[config.mk]
export PLATFORM = sky130hd
export DESIGN_NAME = mcpu_mem_arbiter
export DESIGN_NICKNAME = d
export VERILOG_FILES = /design/src/rtl/mcpu_mem_arbiter.sv
export SDC_FILE = /design/constraint.sdc
export NUM_CORES = 1
export LEC_CHECK = 0
export ABC_AREA = 1
export BUFFER_PORTS_ARGS = -buffer_cell sky130_fd_sc_hd__buf_2
export CAP_MARGIN = 0
export CORE_ASPECT_RATIO = 0.5
export CORE_MARGIN = 3
export CORE_UTILIZATION = 30
export DETAILED_ROUTE_END_ITERATION = 8
export HOLD_SLACK_MARGIN = 0.08
export PLACE_DENSITY = 0.67
export SLEW_MARGIN = 10
export SYNTH_ARGS = -nofsm -noshare
export SYNTH_HDL_FRONTEND = slang
export SYNTH_SLANG_ARGS = --single-unit
[constraint.sdc]
create_clock -name i_clk -period 3.5 [get_ports i_clk]
set_input_delay 1.05 -clock i_clk [delete_from_list [all_inputs] [get_ports i_clk]]
set_output_delay 1.05 -clock i_clk [all_outputs]
set_load 0.03 [all_outputs]
[src/rtl/mcpu_mem_arbiter.sv]
// Two-port round-robin arbiter in front of the single-port CPU memory; strobe G+1, ack G+MEM_LAT+2.
// Requesters hold req until ack; a losing or late requester simply waits, with no abort path.
module mcpu_mem_arbiter #(
  parameter int AW      = 32,
  parameter int DW      = 32,
  parameter int MEM_LAT = 2
) (
  input  logic          i_clk,
  input  logic          i_rst,
  input  logic          i_cpu_req,
  input  logic          i_cpu_we,
  input  logic [AW-1:0] i_cpu_addr,
  input  logic [DW-1:0] i_cpu_wdata,
  output logic          o_cpu_ack,
  output logic [DW-1:0] o_cpu_rdata,
  input  logic          i_dbg_req,
  input  logic          i_dbg_we,
  input  logic [AW-1:0] i_dbg_addr,
  input  logic [DW-1:0] i_dbg_wdata,
  output logic          o_dbg_ack,
  output logic [DW-1:0] o_dbg_rdata,
  output logic          o_mem_en,
  output logic          o_mem_we,
  output logic [AW-1:0] o_mem_addr,
  output logic [DW-1:0] o_mem_wdata,
  input  logic [DW-1:0] i_mem_rdata,
  output logic          o_busy,
  output logic          o_owner
);

  typedef enum logic [1:0] {IDLE, ACCESS, WAIT, DONE} state_t;

  localparam logic [3:0] LAT_LOAD = 4'(MEM_LAT - 1);

  state_t        state_q, state_d;
  logic          owner_q, owner_d;
  logic          last_owner_q, last_owner_d;
  logic [3:0]    cnt_q, cnt_d;
  logic          we_q, we_d;
  logic [AW-1:0] addr_q, addr_d;
  logic [DW-1:0] wdata_q, wdata_d;
  logic [DW-1:0] cpu_rdata_q, cpu_rdata_d;
  logic [DW-1:0] dbg_rdata_q, dbg_rdata_d;
  logic          grant_dbg;

  always_comb begin
    state_d      = state_q;
    owner_d      = owner_q;
    last_owner_d = last_owner_q;
    cnt_d        = cnt_q;
    we_d         = we_q;
    addr_d       = addr_q;
    wdata_d      = wdata_q;
    cpu_rdata_d  = cpu_rdata_q;
    dbg_rdata_d  = dbg_rdata_q;
    grant_dbg    = 1'b0;

    case (state_q)
      IDLE: begin
        if (i_cpu_req || i_dbg_req) begin
          // Debug wins only when alone, or when the CPU was served last.
          grant_dbg = i_dbg_req && (!i_cpu_req || !last_owner_q);
          owner_d   = grant_dbg;
          we_d      = grant_dbg ? i_dbg_we    : i_cpu_we;
          addr_d    = grant_dbg ? i_dbg_addr  : i_cpu_addr;
          wdata_d   = grant_dbg ? i_dbg_wdata : i_cpu_wdata;
          state_d   = ACCESS;
        end
      end
      ACCESS: begin
        cnt_d   = LAT_LOAD;
        state_d = WAIT;
      end
      WAIT: begin
        if (cnt_q != 4'd0) begin
          cnt_d = cnt_q - 4'd1;
        end else begin
          if (!we_q) begin
            if (owner_q) dbg_rdata_d = i_mem_rdata;
            else         cpu_rdata_d = i_mem_rdata;
          end
          state_d = DONE;
        end
      end
      DONE: begin
        last_owner_d = owner_q;
        state_d      = IDLE;
      end
      default: state_d = IDLE;
    endcase
  end

  always_ff @(posedge i_clk) begin
    if (i_rst) begin
      state_q      <= IDLE;
      owner_q      <= 1'b0;
      last_owner_q <= 1'b1;
      cnt_q        <= '0;
      we_q         <= 1'b0;
      addr_q       <= '0;
      wdata_q      <= '0;
      cpu_rdata_q  <= '0;
      dbg_rdata_q  <= '0;
    end else begin
      state_q      <= state_d;
      owner_q      <= owner_d;
      last_owner_q <= last_owner_d;
      cnt_q        <= cnt_d;
      we_q         <= we_d;
      addr_q       <= addr_d;
      wdata_q      <= wdata_d;
      cpu_rdata_q  <= cpu_rdata_d;
      dbg_rdata_q  <= dbg_rdata_d;
    end
  end

  assign o_mem_en    = (state_q == ACCESS);
  assign o_mem_we    = we_q;
  assign o_mem_addr  = addr_q;
  assign o_mem_wdata = wdata_q;
  assign o_cpu_ack   = (state_q == DONE) && !owner_q;
  assign o_dbg_ack   = (state_q == DONE) && owner_q;
  assign o_cpu_rdata = cpu_rdata_q;
  assign o_dbg_rdata = dbg_rdata_q;
  assign o_busy      = (state_q != IDLE);
  assign o_owner     = owner_q;

endmodule

-- After elaboration in Yosys (flattened, before gate mapping)
Index checks and enable logic that the tools add are counted.
- bits in registers: 137
- bits of input ports: 166
- output and inout bits: 134
- word-level logic and storage cells: 44
- $add $sub $neg: 1
- equal/unequal tests: 6
- mux-type cells: 8
- bitwise operators: 3
- reductions and logical operators: 17
- operator list (kind ; number):
    $mux 32 ; 2
    $pmux 2 s4 ; 1
    $pmux 4 s2 ; 1
    $reduce_and 4->1 ; 2
    $ne 2x2->1 const B ; 3
    $reduce_and 2->1 ; 3
    $eq 2x2->1 const B ; 2
    $mux 2 ; 2
    $mux 4 ; 1
    $reduce_bool 2->1 ; 2
    $reduce_bool 4->1 ; 1
    $sub 4x1->4 const B ; 1
    $logic_and 1x1->1 ; 3
    $logic_not 1->1 ; 3
    $not 1->1 ; 3
    $eq 2x1->1 const B ; 1
    $logic_not 2->1 ; 1
    $logic_or 1x1->1 ; 2
    $mux 1 ; 1

-- Depth between registers and ports, before layout
Gate-level depths: netlist of the first run.
- depth after elaboration: 4
- gate-level depth with buffers: 9
- mapped depth without buffers: 7

-- Worst setup path after synthesis of the first run
Ideal clock, no wire load.
- path type: register to output
- start point: register state_q[1]
- end point: output o_cpu_ack
- arrival time: 0.958 ns
- required time: 2.450 ns
- path slack: 1.492 ns
- cell stages (with the launch flop): 4
- buffers on the path: 0
- cells stage by stage: dfxtp_1 ha_1 inv_1 nor2_1
- longest elaborated chain between the ends: 2
- RTL lines (item ; line ; source):
    start: declaration ; 35 ; state_t state_q, state_d;
    start signal: assignment ; 105 ; state_q <= state_d;
    $eq 2x2->1 ; 121 ; assign o_cpu_ack = (state_q == DONE) && !owner_q;
    $logic_and 1x1->1 ; 121 ;
    end: declaration ; 14 ; output logic o_cpu_ack,
Every way passes these cells.

-- Worst setup path after layout of the first run
- start point: register state_q[0]
- end point: output o_busy
- longest elaborated chain between the ends: 1
- RTL lines (item ; line ; source):
    $reduce_bool 2->1 ; 125 ; assign o_busy = (state_q != IDLE);
    end: declaration ; 27 ; output logic o_busy,
Every way passes these cells.

==> Flow_metrics.wiki, run 1 <==
{| class="wikitable"
! Metric !! Value
|-
| Worst ir drop on vdd || 374 µV
|-
| CORE AREA || 19700 µm²
|-
| Setup_tns || 0 ns
|-
| Iteration-0 DRC count of the detailed router || 382
|-
| Number of placed instances with taps included || 1394
|-
| Post-synthesis instance area || 6130 µm²
|-
| Number of instances resized during post-cts repair || 0
|-
| Worst rel slew slack || 27.2%
|-
| Layout Area Growth over Synthesis || 35.0%
|-
| Latest clock arrival within the worst-skew pair || 0.41 ns
|-
| Share of synthesized flip-flops with an asynchronous set or reset || 0%
|-
| CTS H-Tree Depth || 4
|-
| Antenna violation net count after detailed routing || 0
|-
| Final weighted congestion in routability-driven placement || 0.809
|-
| Post-CTS Setup Repair Bufs || 0
|-
| CP Capture Type || primary output
|-
| Rows || 36
|-
| Dpl hpwl || 14200 µm
|-
| Final net count || 1318
|-
| Count of different cell masters after synthesis || 23
|-
| Combinational cell fraction of total power || 40.8%
|-
| Clk root buf || clkbuf_16
|-
| Crit Path Max Fanout || 4
|-
| Clock network fraction of total power || 27.0%
|-
| Overall Power || 6710 µW
|-
| Count of endpoints failing setup in the final report || 0
|-
| Data required time at the worst endpoint || 2.45 ns
|-
| Flip-flop and latch count after synthesis || 137
|-
| Nature of the critical path startpoint || flip-flop
|-
| Net count after synthesis || 1055
|-
| Number of max-slew violations in the final report || 0
|-
| Switching Fraction || 43.4%
|-
| Initial cell density of the core || 31.1%
|-
| Clock transition at the registers of the reported paths || 0.07 ns
|-
| Global-route total usage across every layer || 17.0%
|-
| Setup repair after global routing missed its margin || false
|-
| Number of vias after detailed routing || 6672
|-
| Number of synthesized flops with an enable pin || 0
|-
| Number of CTS-inserted buffers || 17
|-
| CTS tree || built
|-
| Hold Fails Final Rpt || 0
|-
| Number of I/O pins || 300
|-
| Chip width || 208 µm
|-
| Outcome || completed
|-
| Non-filler cells, final || 1427
|-
| Clock sinks || 137
|-
| Overall overflow remaining after global route || 0
|-
| Achievable clock frequency || 0.404 GHz
|-
| Tightest hold margin || 0.473 ns
|-
| Reported leakage power || 0.00427 µW
|-
| Mean area per synthesized cell || 6.93 µm²
|-
| Post-Route Skew || 0.00931 ns
|-
| Die area || 22300 µm²
|-
| Fin crit share || 70.7%
|-
| Path type of the worst setup path || flip-flop to primary output
|-
| Share of the core filled with cells || 41.9%
|-
| Drt pass-1 iters || 5
|-
| Vias per cell || 4.68
|-
| Largest net degree at the start of global routing || 79
|-
| Wire length per cell after detailed routing || 13.9 µm
|-
| Initial antenna violation count || 1
|-
| Global-route wire length before repair || 31100 µm
|-
| Ys Warns || 0
|-
| Number of buffers on the longest clock path || 2
|-
| Remaining design rule violation count || 0
|-
| Fraction of final layout cells sized beyond drive strength 1 || 30.5%
|-
| WL final || 19900 µm
|-
| Total net switching power || 2910 µW
|-
| Port-buffer cells || 299
|-
| Cell Pwr Density || 811 nW/µm²
|-
| Maximum Capacitance Violations || 0
|-
| Arrival @ worst endpoint || 1.42 ns
|-
| Vias in the first global route || 6266
|-
| Synth Flop Type || dfxtp_1
|-
| Post-CTS Hold Fix Bufs || 0
|-
| Instance count of the mapped netlist || 884
|-
| Transition time at the pin with the least slew margin || 1.09 ns
|-
| Worst min path class || flip-flop to flip-flop
|-
| Share of the yosys chip area belonging to registers || 44.8%
|-
| Shortest clock period the worst path allows after layout || 2.47 ns
|-
| Internal power || 3800 µW
|-
| Sequential power share || 32.2%
|-
| Y dimension of the die || 107 µm
|}
==> synthesized netlist by cell type, types with 2 or more instances <==
cell / n / area, µm²
nor2_1: 198 / 743
clkbuf_4: 2 / 15.0
buf_6: 12 / 135
a21oi_1: 71 / 355
nand4_1: 64 / 400
clkbuf_1: 17 / 63.8
inv_1: 47 / 176
o21ai_1: 16 / 80.1
o21ai_0: 51 / 255
nor3_4: 2 / 32.5
nand3_1: 8 / 40.0
buf_4: 3 / 22.5
buf_2: 25 / 125
buf_1: 7 / 26.3
ha_1: 5 / 62.6
dfxtp_1: 137 / 2740
inv_2: 3 / 11.3
nand2_1: 210 / 788
nor2_2: 2 / 12.5
==> power by group through the flow <==
stage / logic [µW] / clock network [µW] / registers, µW
floorplan: 1350 / 0 / 2900
global placement: 2720 / 0 / 2180
detailed placement: 2750 / 0 / 2190
CTS: 2760 / 1860 / 2160
global route: 3010 / 1930 / 2210
finish: 2740 / 1810 / 2160
==> sequential cells by signal, summed over array words and instances (netlist names) <==
register	count
o_dbg_rdata	32
o_cpu_rdata	32
o_owner	1
last_owner_q	1
o_mem_wdata	32
o_mem_we	1
cnt_q	4
state_q	2
o_mem_addr	32
==> routing by layer <==
metal  share of wire [%]  track usage, %  vias to the layer above
met1                  44            21.2                     3089
met3                 4.2            3.27                       25
met4                 1.7            5.57                        0
met5                   0               0                        -
li1                    -               -                     3380
met2                  50            30.1                      178
==> path summary, 6_finish.rpt <==
path              cells past startpoint                 startpoint                            to  slack (ns)
hold / removal                        2  last_owner_q$_SDFFE_PP1N_     last_owner_q$_SDFFE_PP1N_        0.47
setup reg to reg                      6       o_owner$_SDFFE_PP0P_  o_cpu_rdata[14]$_SDFFE_PP0P_        1.39
hold reg to reg                       2  last_owner_q$_SDFFE_PP1N_     last_owner_q$_SDFFE_PP1N_        0.47
setup / recovery                      4    state_q[0]$_SDFFE_PP0P_                        o_busy        1.03
==> cells in the final DEF (no fill, tap or decap), types with 4 or more instances in the layout <==
master / count
o21ai_0: 51
clkbuf_16: 17
nor2_1: 197
inv_2: 4
nand4_1: 64
dfxtp_1: 137
nand2_1: 209
ha_1: 5
nand3_1: 8
buf_2: 299
o21ai_1: 16
a21oi_1: 71
clkinv_2: 4
inv_1: 45
buf_4: 9
==> per-stage QoR <==
step / setup slack, ns / cell area, µm²
after floorplan: 1.49 / 6130
after global placement: 0.958 / 7680
after detailed placement: 0.910 / 7680
after CTS: 1.01 / 8270
after global routing: 0.957 / 8270
final: 1.03 / 8270
==> cell type report <==
cell class                 instances  area, µm²
multi-input combinational        631       2810
antenna                            1       2.50
clock inverter                    13        144
timing repair buffer             310       1600
inverter                          50        189
fill                            2097      11500
tap                              266        333
clock buffer                      19        443
sequential                       137       2740
==> critical path: stages (launching register included) <==
cell and delay [ns]:
dfxtp_1 0.36, inv_1 0.09, ha_1 0.25, inv_2 0.10, buf_2 0.21
==> kinds of logic (layout without fill, tap and decap cells) <==
| group | after synthesis | count (layout) | synth area share (%) |
|---|---|---|---|
| DFF | 137 | 137 | 44.8 |
| AOI/OAI and AO/OA | 140 | 140 | 11.7 |
| other | 0 | 1 | 0 |
| xor gates and xnor gates | 1 | 1 | 0.143 |
| adders and majority gates | 5 | 5 | 1.02 |
| buffers and inverters | 116 | 392 | 9.39 |
| and+or+nand+nor | 485 | 485 | 33.0 |
Power figures use the tool's default switching activity.
==> run 2, diff against run 1 <==
==> constraint.sdc (replaced) <==
create_clock -name i_clk -period 2.4 [get_ports i_clk]
set_input_delay 0.72 -clock i_clk [delete_from_list [all_inputs] [get_ports i_clk]]
set_output_delay 0.72 -clock i_clk [all_outputs]
set_load 0.03 [all_outputs]
==> run 2 against run 1 <==
  * Sequential power up 46%
  * Final area is 1.7% higher
  * Clock power rose by 38%
  * Critical path depth did not move
  * Die area stayed put
  * Sequential cell count unchanged
  * Core utilization grew 0.71 points
  * Clock-buffer cell count fell by 1
==> Flow_metrics.wiki, run 2 (synthesis gave the netlist of run 1 again) <==
{| class="wikitable"
! Metric !! Value
|-
| Internal power || 5560 µW (+46%)
|-
| Worst ir drop on vdd || 475 µV (+27%)
|-
| Setup_tns || 0 ns (unchanged)
|-
| Clock sinks || 137 (unchanged)
|-
| Initial cell density of the core || 31.1% (unchanged)
|-
| Critical register-to-register path startpoint || state_q[0]$_SDFFE_PP0P_
|-
| Number of I/O pins || 300 (unchanged)
|-
| Die area || 22300 µm² (unchanged)
|-
| Layout Area Growth over Synthesis || 37.3%
|-
| Commonest non-fill, non-tap cells in the layout || buf_2 (299), nand2_1 (209), nor2_1 (197), dfxtp_1 (137), a21oi_1 (71)
|-
| Overall overflow remaining after global route || 0 (unchanged)
|-
| Final weighted congestion in routability-driven placement || 0.863 (+6.7%)
|-
| Setup repair after global routing missed its margin || false
|-
| Hold Path Depth || 2 (unchanged)
|-
| Number of buffers on the longest clock path || 2 (unchanged)
|-
| Switching Fraction || 43.4% (about the same)
|-
| Number of antenna repair diodes || 0 (-1)
|-
| Clk root buf || clkbuf_16
|-
| Number of CTS-inserted buffers || 17 (unchanged)
|-
| Area used by sequential logic in the layout || 2740 µm² (unchanged)
|-
| Sequential power share || 32.1% (about the same)
|-
| Number of vias after detailed routing || 6655 (-0.25%)
|-
| Source of the critical timing path || state_q[0]$_SDFFE_PP0P_
|-
| Port-buffer cells || 299 (unchanged)
|-
| Worst rel slew slack || 67.2% (+40 points)
|-
| CP Capture Type || primary output
|-
| Worst min path class || flip-flop to flip-flop
|-
| Vias in the first global route || 6300 (+0.54%)
|-
| Chip width || 208 µm (unchanged)
|-
| Post-Route Skew || 0.00767 ns (-0.00164 ns)
|-
| Dpl hpwl || 14500 µm (+2.3%)
|-
| Drt pass-1 iters || 5 (unchanged)
|-
| Shortest clock period the worst path allows after layout || 2.19 ns
|-
| Nature of the critical path startpoint || flip-flop
|-
| Largest net degree at the start of global routing || 56 (-29%)
|-
| CTS tree || built
|-
| Remaining design rule violation count || 0 (unchanged)
|-
| Global-route wire length before repair || 30800 µm (-0.85%)
|-
| Latest clock arrival within the worst-skew pair || 0.42 ns (about the same)
|-
| Initial antenna violation count || 0 (-1)
|-
| Vias per cell || 4.64 (-0.67%)
|-
| Antenna violation net count after detailed routing || 0 (unchanged)
|-
| CTS H-Tree Depth || 4 (unchanged)
|-
| CORE AREA || 19700 µm² (unchanged)
|-
| WL final || 19600 µm (-1.2%)
|-
| Outcome || completed
|-
| Hold wc startpoint || last_owner_q$_SDFFE_PP1N_
|-
| Hold Fails Final Rpt || 0 (unchanged)
|-
| Crit Path Max Fanout || 4 (unchanged)
|-
| Setup slack, reg-to-reg || 0.52 ns (-0.87 ns)
|-
| Final net count || 1325 (+0.53%)
|-
| Tightest hold margin || 0.480 ns (+0.00656 ns)
|-
| Hold EP || last_owner_q$_SDFFE_PP1N_
|-
| Y dimension of the die || 107 µm (unchanged)
|-
| Data required time at the worst endpoint || 1.68 ns (-0.77 ns)
|-
| Number of instances resized during post-cts repair || 0 (unchanged)
|-
| Arrival @ worst endpoint || 1.47 ns (+0.05 ns)
|-
| Cell Pwr Density || 1170 nW/µm² (+44%)
|-
| Path type of the worst setup path || flip-flop to primary output
|-
| Multi-input gate area in the final layout || 2810 µm² (unchanged)
|-
| Transition time at the pin with the least slew margin || 0.490 ns (-0.601 ns)
|-
| Clock transition at the registers of the reported paths || 0.06 ns (about the same)
|-
| Fin crit share || 91.3%
|-
| Post-CTS Hold Fix Bufs || 0 (unchanged)
|-
| Count of endpoints failing setup in the final report || 0 (unchanged)
|-
| Cell depth of the worst flop-to-flop path || 8 (+2)
|-
| Total net switching power || 4260 µW (+46%)
|-
| # fillers || 2094 (-0.14%)
|-
| Global-route total usage across every layer || 17.0% (-0.077 points)
|-
| Iteration-0 DRC count of the detailed router || 324 (-15%)
|-
| Endpoint of the most critical register-to-register path || o_mem_wdata[1]$_SDFFE_PP0P_
|-
| Rows || 36 (unchanged)
|-
| Most common cell after layout, fill and taps aside || buf_2
|-
| Combinational cell fraction of total power || 42.4% (+1.6 points)
|-
| Wire length per cell after detailed routing || 13.7 µm (-1.6%)
|-
| Clock network fraction of total power || 25.5% (-1.5 points)
|-
| Achievable clock frequency || 0.456 GHz
|-
| Reported leakage power || 0.00434 µW (+1.5%)
|-
| Fraction of final layout cells sized beyond drive strength 1 || 31.0% (+0.50 points)
|-
| Post-CTS Setup Repair Bufs || 0 (unchanged)
|-
| Maximum Capacitance Violations || 0 (unchanged)
|-
| Number of max-slew violations in the final report || 0 (unchanged)
|}
==> run 2: layout make-up <==
| type | instances | share of cell area, % |
|---|---|---|
| repair buffers | 317 | 21.0 |
| clock inverters | 14 | 1.49 |
| flip-flops and latches | 137 | 32.6 |
| multi-input cells | 631 | 33.5 |
| well taps | 266 | 3.96 |
| inverters | 50 | 2.25 |
| clock buffers | 18 | 5.22 |
==> run 2: worst max-delay path by stage <==
stage,endpoint,slack (ns),cells after the start
after floorplan,o_cpu_ack,0.72,3
after global placement,o_mem_wdata[3]$_SDFFE_PP0P_,0.41,7
after CTS,o_busy,0.18,4
after global routing,o_busy,0.12,4
final,o_busy,0.21,4
after detailed placement,o_mem_wdata[20]$_SDFFE_PP0P_,0.40,7
==> run 2: stage by stage <==
step | instances | setup WS, ns | power, µW | instance area, µm² | util (%)
after global placement | 1401 | 0.407 | 7300 | 7850 | 39.8
after CTS | 1433 | 0.177 | 9930 | 8410 | 42.6
final | 1433 | 0.208 | 9830 | 8410 | 42.6
after global routing | 1433 | 0.123 | 10500 | 8410 | 42.6
after detailed placement | 1401 | 0.399 | 7390 | 7850 | 39.8
after floorplan | 884 | 0.722 | 6200 | 6130 | -
==> run 2: worst max-delay path, stage by stage, from the launching register on <==
cell and delay (ns):
dfxtp_1 0.38, inv_1 0.10, ha_1 0.27, inv_2 0.11
buf_2 0.20
==> run 2: power groups by stage <==
stage | Clock (µW) | Sequential [µW] | Combinational, µW
global placement | 0 | 3180 | 4120
CTS | 2570 | 3160 | 4200
global route | 2680 | 3230 | 4570
finish | 2500 | 3160 | 4170
detailed placement | 0 | 3200 | 4190
floorplan | 0 | 4230 | 1970
==> run 2: layer usage <==
layer / global-route usage (%) / share of wire [%]
met3: 4.27 / 4.9
met1: 20.4 / 43
met5: 0 / 0
met4: 5.09 / 1.2
met2: 30.2 / 50
==> run 3, diff against run 2 <==
==> constraint.sdc (replaced) <==
create_clock -name i_clk -period 2.7 [get_ports i_clk]
set_input_delay 0.81 -clock i_clk [delete_from_list [all_inputs] [get_ports i_clk]]
set_output_delay 0.81 -clock i_clk [all_outputs]
set_load 0.03 [all_outputs]
==> run 3 against run 2 <==
  * Final area fell by 1.2%
  * Hold slack got worse by 0.0080 ns
  * Routed wire length rose by 0.59%
  * Combinational power fell by 13%
  * Global-route usage barely moved
  * Clock-buffer cell count did not move
  * Register-to-register slack improved by 0.39 ns
  * Final cell count fell by 0.21%
  * Die area did not move
  * Sequential power fell by 11%
  * Via count rose by 0.35%
  * Sequential share of layout area rose by 0.40 points
==> Flow_metrics.wiki, run 3 (synthesis gave the netlist of run 1 again) <==
{| class="wikitable"
! Metric !! Value
|-
| CORE AREA || 19700 µm² (unchanged)
|-
| Iteration-0 DRC count of the detailed router || 500 (+54%)
|-
| Global-route total usage across every layer || 17.0% (+0.036 points)
|-
| Worst ir drop on vdd || 445 µV (-6.3%)
|-
| Number of vias after detailed routing || 6678 (+0.35%)
|-
| Shortest clock period the worst path allows after layout || 2.22 ns
|-
| Initial cell density of the core || 31.1% (unchanged)
|-
| Nature of the critical path startpoint || flip-flop
|-
| Cell depth of the worst flop-to-flop path || 8 (unchanged)
|-
| Antenna violation net count after detailed routing || 0 (unchanged)
|-
| Vias in the first global route || 6267 (-0.52%)
|-
| Arrival @ worst endpoint || 1.41 ns (-0.06 ns)
|-
| Final weighted congestion in routability-driven placement || 0.827 (-4.2%)
|-
| Post-Route Skew || 0.00734 ns (-0.000324 ns)
|-
| Worst min path class || flip-flop to flip-flop
|-
| WL final || 19700 µm (+0.59%)
|-
| Setup slack, reg-to-reg || 0.91 ns (+0.39 ns)
|-
| Clock transition at the registers of the reported paths || 0.06 ns (about the same)
|-
| Buffer and inverter count on the worst path || 3 (unchanged)
|-
| Final net count || 1321 (-0.30%)
|-
| Overall Power || 8710 µW (-11%)
|-
| Pre-CTS setup slack || 0.600 ns (+0.201 ns)
|-
| Y dimension of the die || 107 µm (unchanged)
|-
| Clk root buf || clkbuf_16
|-
| Hold Fails Final Rpt || 0 (unchanged)
|-
| Transition time at the pin with the least slew margin || 0.668 ns (+0.178 ns)
|-
| Hold Path Depth || 2 (unchanged)
|-
| Chip width || 208 µm (unchanged)
|-
| CTS H-Tree Depth || 4 (unchanged)
|-
| Layout Area Growth over Synthesis || 35.6%
|-
| Maximum Capacitance Violations || 0 (unchanged)
|-
| Die area || 22300 µm² (unchanged)
|-
| Outcome || completed
|-
| Setup repair after global routing missed its margin || false
|-
| Drt pass-1 iters || 5 (unchanged)
|-
| Rows || 36 (unchanged)
|-
| Crit path largest cell delay || 0.36 ns (-0.02 ns)
|-
| Number of buffers on the longest clock path || 2 (unchanged)
|-
| Hold EP || last_owner_q$_SDFFE_PP1N_
|-
| Achievable clock frequency || 0.450 GHz
|-
| Critical path, cell by cell || inv_1 > ha_1 > inv_2 > buf_2
|-
| Fin crit share || 82.3%
|-
| Crit Path Max Fanout || 4 (unchanged)
|-
| Count of endpoints failing setup in the final report || 0 (unchanged)
|-
| Vias per cell || 4.67 (+0.56%)
|-
| Hold wc startpoint || last_owner_q$_SDFFE_PP1N_
|-
| Global-route wire length before repair || 31300 µm (+1.7%)
|-
| Number of instances resized during post-cts repair || 0 (unchanged)
|-
| Tightest hold margin || 0.472 ns (-0.00795 ns)
|-
| Data required time at the worst endpoint || 1.89 ns (+0.21 ns)
|-
| Post-CTS Setup Repair Bufs || 0 (unchanged)
|-
| # fillers || 2086 (-0.38%)
|-
| Reported leakage power || 0.00428 µW (-1.2%)
|-
| Fraction of final layout cells sized beyond drive strength 1 || 30.8% (-0.24 points)
|-
| CTS tree || built
|-
| Number of I/O pins || 300 (unchanged)
|-
| Number of max-slew violations in the final report || 0 (unchanged)
|-
| Post-CTS Hold Fix Bufs || 0 (unchanged)
|-
| Largest net degree at the start of global routing || 83 (+48%)
|-
| Worst rel slew slack || 55.5% (-12 points)
|-
| CP max-delay cell || dfxtp_1
|-
| Port-buffer cells || 299 (unchanged)
|-
| Path type of the worst setup path || flip-flop to primary output
|-
| Endpoint of the most critical register-to-register path || o_mem_wdata[20]$_SDFFE_PP0P_
|-
| Number of CTS-inserted buffers || 17 (unchanged)
|-
| Initial antenna violation count || 1 (+1)
|-
| Most common cell after layout, fill and taps aside || buf_2
|-
| Cell Pwr Density || 1050 nW/µm² (-10%)
|-
| CP Capture Type || primary output
|-
| Remaining design rule violation count || 0 (unchanged)
|-
| Family with the most delay on the worst path || buffers and inverters
|-
| Clock sinks || 137 (unchanged)
|-
| Setup_tns || 0 ns (unchanged)
|-
| Setup slack of the critical path after layout || 0.477 ns (+0.269 ns)
|-
| Commonest non-fill, non-tap cells in the layout || buf_2 (299), nand2_1 (209), nor2_1 (197), dfxtp_1 (137), a21oi_1 (71)
|-
| Latest clock arrival within the worst-skew pair || 0.41 ns (about the same)
|-
| Critical register-to-register path startpoint || state_q[0]$_SDFFE_PP0P_
|-
| Overall overflow remaining after global route || 0 (unchanged)
|-
| Wire length per cell after detailed routing || 13.8 µm (+0.80%)
|-
| Dpl hpwl || 14100 µm (-2.4%)
|}
-- run 3: cell types whose count changed in the layout (fill, tap and decap cells not counted), sizes merged --
cell	before	now
buf	317	313
clkinvlp	3	4
diode	0	1
clkinv	9	5
inv	51	54
-- run 3: worst max-delay path by stage --
| stage | startpoint | endpoint | slack [ns] | depth (start not counted) |
|---|---|---|---|---|
| floorplan | state_q[1]$_SDFFE_PP0P_ | o_cpu_ack | 0.93 | 3 |
| finish | state_q[0]$_SDFFE_PP0P_ | o_busy | 0.48 | 4 |
| CTS | state_q[0]$_SDFFE_PP0P_ | o_busy | 0.44 | 4 |
| global placement | i_dbg_req | o_mem_wdata[22]$_SDFFE_PP0P_ | 0.69 | 7 |
| detailed placement | i_dbg_req | o_mem_wdata[20]$_SDFFE_PP0P_ | 0.60 | 7 |
| global route | state_q[0]$_SDFFE_PP0P_ | o_busy | 0.41 | 4 |
-- run 3: layout make-up --
cell class / count / area, µm² / area share [%]
multi-input cells: 631 / 2810 / 33.9
inverters: 50 / 189 / 2.27
flip-flops and latches: 137 / 2740 / 33.0
clock buffers: 18 / 439 / 5.29
repair buffers: 313 / 1650 / 19.9
diodes: 1 / 2.50 / 0.0301
well taps: 266 / 333 / 4.01
clock inverters: 14 / 138 / 1.66
-- run 3: report_power, final --
| group | internal (µW) | switching (µW) | leakage (µW) | total [µW] |
|---|---|---|---|---|
| clock network | 1310 | 958 | 0.000272 | 2270 |
| logic | 1060 | 2580 | 0.00289 | 3640 |
| registers | 2530 | 271 | 0.00112 | 2800 |
-- run 3: metal layers --
layer / share of wire (%) / up-vias / global-route usage, %
met1: 44 / 3077 / 21.2
li1: - / 3378 / -
met3: 4.2 / 24 / 3.04
met5: 0 / - / 0
met4: 1.7 / 0 / 5.33
met2: 50 / 199 / 30.2
-- run 3: tightest hold or removal path, stage by stage, from the launching register on --
cell	delay (ns)
dfxtp_1	0.34
nand2_1	0.06
nand3_1	0.05
-- run 3: metrics by stage --
step / util (%) / std cells / cell area [µm²]
CTS: 42.1 / 1429 / 8310
detailed placement: 39.2 / 1397 / 7730
global placement: 39.2 / 1397 / 7730
global route: 42.1 / 1430 / 8310
floorplan: - / 884 / 6130
finish: 42.1 / 1430 / 8310
